===== src/rtl/idma_desc64_fetch_assembler.sv =====
// idma_desc64_fetch_assembler
// Fetches 256-bit desc64 descriptors over a 64-bit AXI read port. Each accepted address
// becomes one 4-beat INCR read, and the beats are assembled into a descriptor_t. Finished
// descriptors are queued in an in-order FIFO. Credits cap reads in flight plus FIFO
// occupancy at BufferDepth, so every read has a FIFO slot reserved and R never stalls.
// Optional feature macro: IDMA_DESC64_FETCH_ERR_EN (drop descriptors with a bus error).
module idma_desc64_fetch_assembler #(
  parameter int unsigned AddrWidth   = 64,
  parameter int unsigned BufferDepth = 2
) (
  input  logic                 clk_i,
  input  logic                 rst_ni,
  input  logic [AddrWidth-1:0] desc_addr_i,
  input  logic                 desc_addr_valid_i,
  output logic                 desc_addr_ready_o,
  output logic [AddrWidth-1:0] ar_addr_o,
  output logic [7:0]           ar_len_o,
  output logic                 ar_valid_o,
  input  logic                 ar_ready_i,
  input  logic [63:0]          r_data_i,
  input  logic [1:0]           r_resp_i,
  input  logic                 r_valid_i,
  output logic                 r_ready_o,
  output logic [255:0]         descriptor_o,
  output logic                 desc_valid_o,
  input  logic                 desc_ready_i,
  output logic                 busy_o,
  output logic                 err_o
);

  typedef struct packed {
    logic [63:0] dest_addr;
    logic [63:0] src_addr;
    logic [63:0] next;
    logic [31:0] flags;
    logic [31:0] length;
  } descriptor_t;

  localparam int unsigned PtrW = (BufferDepth > 1) ? $clog2(BufferDepth) : 1;
  localparam int unsigned CntW = $clog2(BufferDepth + 1);
  localparam logic [CntW-1:0] Depth   = CntW'(BufferDepth);
  localparam logic [PtrW-1:0] LastPtr = PtrW'(BufferDepth - 1);

  typedef enum logic [0:0] {ArIdle, ArReq} ar_state_e;

  ar_state_e            ar_state_q, ar_state_d;
  logic [AddrWidth-1:0] ar_addr_q, ar_addr_d;
  logic [CntW-1:0]      inflight_q, inflight_d;  // reads accepted but not finished (AR pending too)
  logic [CntW-1:0]      count_q, count_d;
  logic [CntW-1:0]      credits;
  logic [1:0]           beat_q, beat_d;
  logic [191:0]         stage_q, stage_d;        // beats 0..2; beat 3 goes straight to the FIFO
  logic [PtrW-1:0]      wptr_q, wptr_d, rptr_q, rptr_d;
  descriptor_t          mem_q [BufferDepth];

  logic addr_hs, r_hs, last_hs, push, pop, drop;

  assign credits           = Depth - count_q - inflight_q;
  assign desc_addr_ready_o = (ar_state_q == ArIdle) && (credits != '0);
  assign addr_hs           = desc_addr_valid_i && desc_addr_ready_o;
  assign ar_valid_o        = (ar_state_q == ArReq);
  assign ar_addr_o         = ar_addr_q;
  assign ar_len_o          = 8'd3;
  // Stray beats with nothing in flight are left unconsumed.
  assign r_ready_o         = (inflight_q != '0);
  assign r_hs              = r_valid_i && r_ready_o;
  assign last_hs           = r_hs && (beat_q == 2'd3);
  assign desc_valid_o      = (count_q != '0);
  assign pop               = desc_valid_o && desc_ready_i;
  assign push              = last_hs && !drop;
  assign descriptor_o      = desc_valid_o ? mem_q[rptr_q] : '0;
  assign busy_o            = (inflight_q != '0) || (count_q != '0);

`ifdef IDMA_DESC64_FETCH_ERR_EN
  logic err_q, err_d, err_pulse_q, err_pulse_d;
  logic unused_resp0;
  assign unused_resp0 = r_resp_i[0];
  // The error is sticky across the four beats; include the current beat in the decision.
  assign drop  = last_hs && (err_q || r_resp_i[1]);
  assign err_o = err_pulse_q;

  // Next-state of the per-descriptor error flag and the one-cycle drop pulse.
  always_comb begin
    err_d       = err_q;
    err_pulse_d = drop;
    if (last_hs) begin
      err_d = 1'b0;
    end else if (r_hs && r_resp_i[1]) begin
      err_d = 1'b1;
    end
  end

  // Error flag registers.
  always_ff @(posedge clk_i or negedge rst_ni) begin
    if (!rst_ni) begin
      err_q       <= 1'b0;
      err_pulse_q <= 1'b0;
    end else begin
      err_q       <= err_d;
      err_pulse_q <= err_pulse_d;
    end
  end
`else
  logic unused_resp;
  assign unused_resp = ^r_resp_i;
  assign drop        = 1'b0;
  assign err_o       = 1'b0;
`endif

  // AR channel FSM: latch the address on handshake, hold it until AR is accepted.
  always_comb begin
    ar_state_d = ar_state_q;
    ar_addr_d  = ar_addr_q;
    unique case (ar_state_q)
      ArIdle: begin
        if (addr_hs) begin
          ar_state_d = ArReq;
          ar_addr_d  = desc_addr_i;
        end
      end
      ArReq: begin
        if (ar_ready_i) ar_state_d = ArIdle;
      end
      default: ar_state_d = ArIdle;
    endcase
  end

  // Bookkeeping: in-flight reads, FIFO occupancy/pointers, beat counter and staging.
  always_comb begin
    inflight_d = inflight_q + CntW'(addr_hs) - CntW'(last_hs);
    count_d    = count_q + CntW'(push) - CntW'(pop);
    wptr_d     = wptr_q;
    rptr_d     = rptr_q;
    beat_d     = beat_q;
    stage_d    = stage_q;
    if (push) wptr_d = (wptr_q == LastPtr) ? '0 : wptr_q + PtrW'(1);
    if (pop)  rptr_d = (rptr_q == LastPtr) ? '0 : rptr_q + PtrW'(1);
    if (r_hs) begin
      beat_d = beat_q + 2'd1;
      case (beat_q)
        2'd0:    stage_d[63:0]    = r_data_i;
        2'd1:    stage_d[127:64]  = r_data_i;
        2'd2:    stage_d[191:128] = r_data_i;
        default: ;
      endcase
    end
  end

  // Control and staging registers.
  always_ff @(posedge clk_i or negedge rst_ni) begin
    if (!rst_ni) begin
      ar_state_q <= ArIdle;
      ar_addr_q  <= '0;
      inflight_q <= '0;
      count_q    <= '0;
      wptr_q     <= '0;
      rptr_q     <= '0;
      beat_q     <= '0;
      stage_q    <= '0;
    end else begin
      ar_state_q <= ar_state_d;
      ar_addr_q  <= ar_addr_d;
      inflight_q <= inflight_d;
      count_q    <= count_d;
      wptr_q     <= wptr_d;
      rptr_q     <= rptr_d;
      beat_q     <= beat_d;
      stage_q    <= stage_d;
    end
  end

  // FIFO storage; contents are only observed while occupancy is non-zero.
  always_ff @(posedge clk_i) begin
    if (push) mem_q[wptr_q] <= {r_data_i, stage_q};
  end

endmodule


===== config.mk =====
export PLATFORM = sky130hd
export DESIGN_NAME = idma_desc64_fetch_assembler
export DESIGN_NICKNAME = d
export VERILOG_FILES = /design/src/rtl/idma_desc64_fetch_assembler.sv
export SDC_FILE = /design/constraint.sdc
export NUM_CORES = 1
export LEC_CHECK = 0
export BUFFER_PORTS_ARGS = -buffer_cell sky130_fd_sc_hd__buf_2
export CORE_MARGIN = 4
export CORE_UTILIZATION = 50
export DETAILED_ROUTE_END_ITERATION = 16
export PLACE_DENSITY_LB_ADDON = 0.05
export REMOVE_ABC_BUFFERS = 1
export SYNTH_ARGS = -nofsm -noshare
export SYNTH_HDL_FRONTEND = slang
export SYNTH_SLANG_ARGS = --single-unit

===== constraint.sdc =====
create_clock -name clk_i -period 17.1 [get_ports clk_i]
set_input_delay 2.565 -clock clk_i [delete_from_list [all_inputs] [get_ports clk_i]]
set_output_delay 2.565 -clock clk_i [all_outputs]
set_load 0.02 [all_outputs]

# Word-level counts from Yosys, hierarchy flattened
# Memory sizes are Yosys's and may differ from the RTL's.
# Cells that the tools add are included.
# classes
addsub	9
n_eq_ne	3
mux	8
bitwise	1
reduce_logical	14
# ops
op	n
$mux 256	1
$reduce_and 2->1	4
$mux 1	6
$reduce_bool 2->1	3
$logic_and 1x1->1	5
$add 2x1->2	2
$eq 2x2->1 const B	2
$sub 2x1->2	2
$add 1x1->1 const B	2
$add 2x1->2 const B	1
$eq 2x1->1 const B	1
$logic_not 2->1	1
$pmux 1 s2	1
$sub 2x2->2	1
$sub 2x2->2 const A	1
$logic_or 1x1->1	1
$not 1->1	1
# totals
reg_bits	265
ramBits	512
in_bits	136
out_inout_bits	334
wordCells	46
n_memories	1
# mem_list
name	words	width	rd	rd_ports_with_merged_regs	wr	line_no	text
mem_q	2	256	1	0	1	54	descriptor_t mem_q [BufferDepth];

# Depth between registers and ports, before layout
# logic_depth
word_depth	7
depth_mapped	12
mapped_depth_nobuf	10

# Least setup slack after synthesis
# Ideal clock, no wire load.
# synth_path
kind	input-to-reg
startpoint	in r_valid_i
endpoint	mem mem_q[0][0] in the netlist's numbering, enable pin
setup_ns	0.878
arrival_ns	13.548
required_ns	16.222
slack_ns	2.674
stages	4
path_buffers	1
path_cell_list	o21a_1 > buf_2 > nand2_1 > nor2_1
# synth_via
elab_chain_cells	4
# synth_lines
element	line_no	text
start: declaration	22	input logic r_valid_i,
$logic_and 1x1->1	66	assign r_hs = r_valid_i && r_ready_o;
$logic_and 1x1->1	67	assign last_hs = r_hs && (beat_q == 2'd3);
$mux 1	174	if (push) mem_q[wptr_q] <= {r_data_i, stage_q};
$mux 1 (not written as such)	174	
end: declaration	54	
# Every way passes these cells.

# Worst setup path in the final report
# layout_path
startpoint	reg count_q[1]
endpoint	out descriptor_o[246]
# layout_via
elab_chain_cells	2
# layout_lines
element	line_no	text
start: declaration	49	logic [CntW-1:0] count_q, count_d;
start signal: assignment	164	count_q <= count_d;
$reduce_bool 2->1	68	assign desc_valid_o = (count_q != '0);
$mux 256	71	assign descriptor_o = desc_valid_o ? mem_q[rptr_q] : '0;
end: declaration	24	output logic [255:0] descriptor_o,
# Every way passes these cells.

==> reports/metrics.cfg <==
[worst_setup_path]
path_class = flop to output port
setup.worst_path.start_class = flop
startpoint = count_q[1]
crit_fanout = 90
cp.arrival_ps = 3480
r2r_start = inflight_q[1]
cp_data_required_time_ps = 14530
crit_path_end_kind = output port

[floorplan]
die_y_um = 251
rows = 88
ios = 470
die-area_um2 = 63200
die_x_um = 251
initial_utilization_pct = 50.9
fp.coreArea_um2 = 58100

[clock_network]
holdBufCountCts = 0
cts-root-buf = clkbuf_16
clk_latency_ps = 590
cts-resized-gates = 0
cts.clk_slew.worst_paths_ps = 60
cts_tree = built
h-tree-depth = 3
cts_buffer_depth = 3
cts_buffers = 77
clock-sinks = 777
post_cts_buffers = 0

[timing]
drv_slew = 0
fmax_mhz = 165
clock_skew_ps = 17.1
tightest_slew_ps = 1150
min_period_ps = 6040
grt_setup_unrepaired = false
hold_violations = 0
setup-violations-final = 0
finalCritPeriodShare_pct = 35.3
slew_headroom_pct = 23.6
tns_ps = 0
holdWs_ps = 460

[routing]
wl_per_cell_um = 21.2
ant_nets = 0
drt_iter0_drc = 896
drc = 0
viasPerCell = 5.26
wirelength_um = 64500
num_vias = 16019
dr.pass1.iters = 5

[logic_synthesis]
postSynthCellCount = 1763
synth_seq_cells = 777
avgSynthCellArea_um2 = 16.8
synth_top_area_share_pct = 51.9
synthTopCellsByArea = edfxtp_1 52%, dfrtp_1 22%, mux2i_1 8.7%
synth_largest_area_cell = edfxtp_1
ys_seq_area_share_pct = 74.3
synth_area_um2 = 29600
ys_warn_count = 0
yosysUniqueCellTypes = 25

[global_route]
grt_pass1_wl_um = 97800
grt_use_total_pct = 20.0
antenna_found_initial = 4
grt_max_degree = 164
overflow = 0
grt_pass1_vias = 16484

[finish]
register_area_um2 = 22000
stdcell_area_um2 = 35100
n_antenna_cell = 0
multi_input_area_um2 = 7110
num-fill-cells = 4488
area_growth_syn_to_layout_pct = 18.6
drive_above_1_share_pct = 34.8
final_nets = 2366

[hold_path]
min_from = stage_q[182]
hp-class = flop to flop

[power]
seqPwrFrac_pct = 41.0
pwr-share-comb_pct = 35.7
ir_drop_mv = 0.124
internal-power_mw = 4.59
swShare_pct = 35.5
p_clk_share_pct = 23.3
p_leak_nw = 14.6
p_sw_mw = 2.53
p_per_area_nw_per_um2 = 203

[place]
hpwlAfterDp_um = 38700
place_area_um2 = 32600
gp_congestion = 0.788
port_buffers = 458

[outcome]
outcome = completed

[run]
drv_cap = 0

==> cells in the mapped netlist, drive strengths merged <==
library cell,instances
mux2,192
edfxtp,512
conb,2
or2,2
mux2i,256
and2,65
o21ai,2
nand2b,1
and3,1
a221o,64
nor2,260
dfrtp,265
clkbuf,40
xnor2,6
ha,9
buf,66
xor3,1
inv,10
xor2,1
nand2,5
o21a,2
nor2b,1
==> power by group through the flow <==
stage               clock [mW]  combinational (mW)  sequential [mW]
global route              1.79                2.74             2.97
global placement             0                2.56             2.91
detailed placement           0                2.60             2.95
CTS                       1.71                2.59             2.92
finish                    1.66                2.54             2.92
floorplan                    0                1.83             3.11
==> logic make-up after synthesis <==
kind of cell    Yosys count  synth area share, %
other cells               2               0.0254
mux                     448                 16.0
compound gates           68                 2.25
simple gates            335                 4.84
flops                   777                 74.3
buf+inv                 116                 1.94
fa+ha+maj                 9                0.380
xor+xnor                  8                0.287
==> placed cells by master (no fill, tap or decap), drive strengths merged <==
cell type  netlist  routed
edfxtp         512     512
buf             66     478
dfrtp          265     265
nor2           260     260
mux2i          256     256
mux2           192     192
clkbuf          40     120
and2            65      65
a221o           64      64
clkinv           0      13
inv             10      11
ha               9       9
conb             2       9
xnor2            6       6
nand2            5       5
bufinv           0       4
clkinvlp         0       3
or2              2       2
o21ai            2       2
o21a             2       2
xor3             1       1
nor2b            1       1
and3             1       1
nand2b           1       1
xor2             1       1
==> path summary, 6_finish.rpt <==
kind / end / slack, ps / cells past startpoint
setup / recovery: descriptor_o[246] / 11060 / 4
hold / removal: mem_q[1][182] / 460 / 0
setup reg to reg: mem_q[0][77] / 13820 / 4
hold reg to reg: mem_q[1][182] / 460 / 0
max in group asynchronous: stage_q[15] / 12990 / 3
min in group asynchronous: ar_addr_o[28] / 1960 / 1
==> final cells by class <==
cell class | count | share of cell area [%]
Timing Repair Buffer | 478 | 7.06
Multi-Input combinational cell | 877 | 20.2
Clock buffer | 120 | 6.56
Tap cell | 765 | 2.73
Sequential cell | 777 | 62.7
Inverter | 10 | 0.107
Clock inverter | 21 | 0.631
==> routing by layer <==
metal | global-route usage, % | part of all wire (%) | vias to the layer above
met2 | 34.0 | 50 | 447
met5 | 0 | 0.056 | -
met3 | 4.69 | 6.4 | 83
li1 | - | - | 7395
met1 | 26.0 | 41 | 8088
met4 | 5.77 | 2.1 | 6
==> through the flow <==
stage / util [%] / power, mW / std cells / worst slack, ps
6_report: 60.4 / 7.12 / 3048 / 11060
5_1_grt: 60.4 / 7.50 / 3048 / 10830
4_1_cts: 60.4 / 7.22 / 3048 / 10990
3_5_place_dp: 56.1 / 5.54 / 2907 / 11500
3_3_place_gp: 56.1 / 5.47 / 2907 / 11470
2_1_floorplan: - / 4.94 / 1664 / 2670
==> state kept, by name, indices dropped and copies added (netlist names) <==
name        flops
ar_addr_o      64
ar_valid_o      1
beat_q          2
count_q         2
inflight_q      2
mem_q         512
rptr_q          1
stage_q       192
wptr_q          1
==> worst max-delay path, cell delays in order, from the launching register on <==
cell     delay (ps)
dfrtp_1         450
nor2_4          860
buf_4           940
nor2_1          280
buf_2           250
Power figures use the tool's default switching activity.
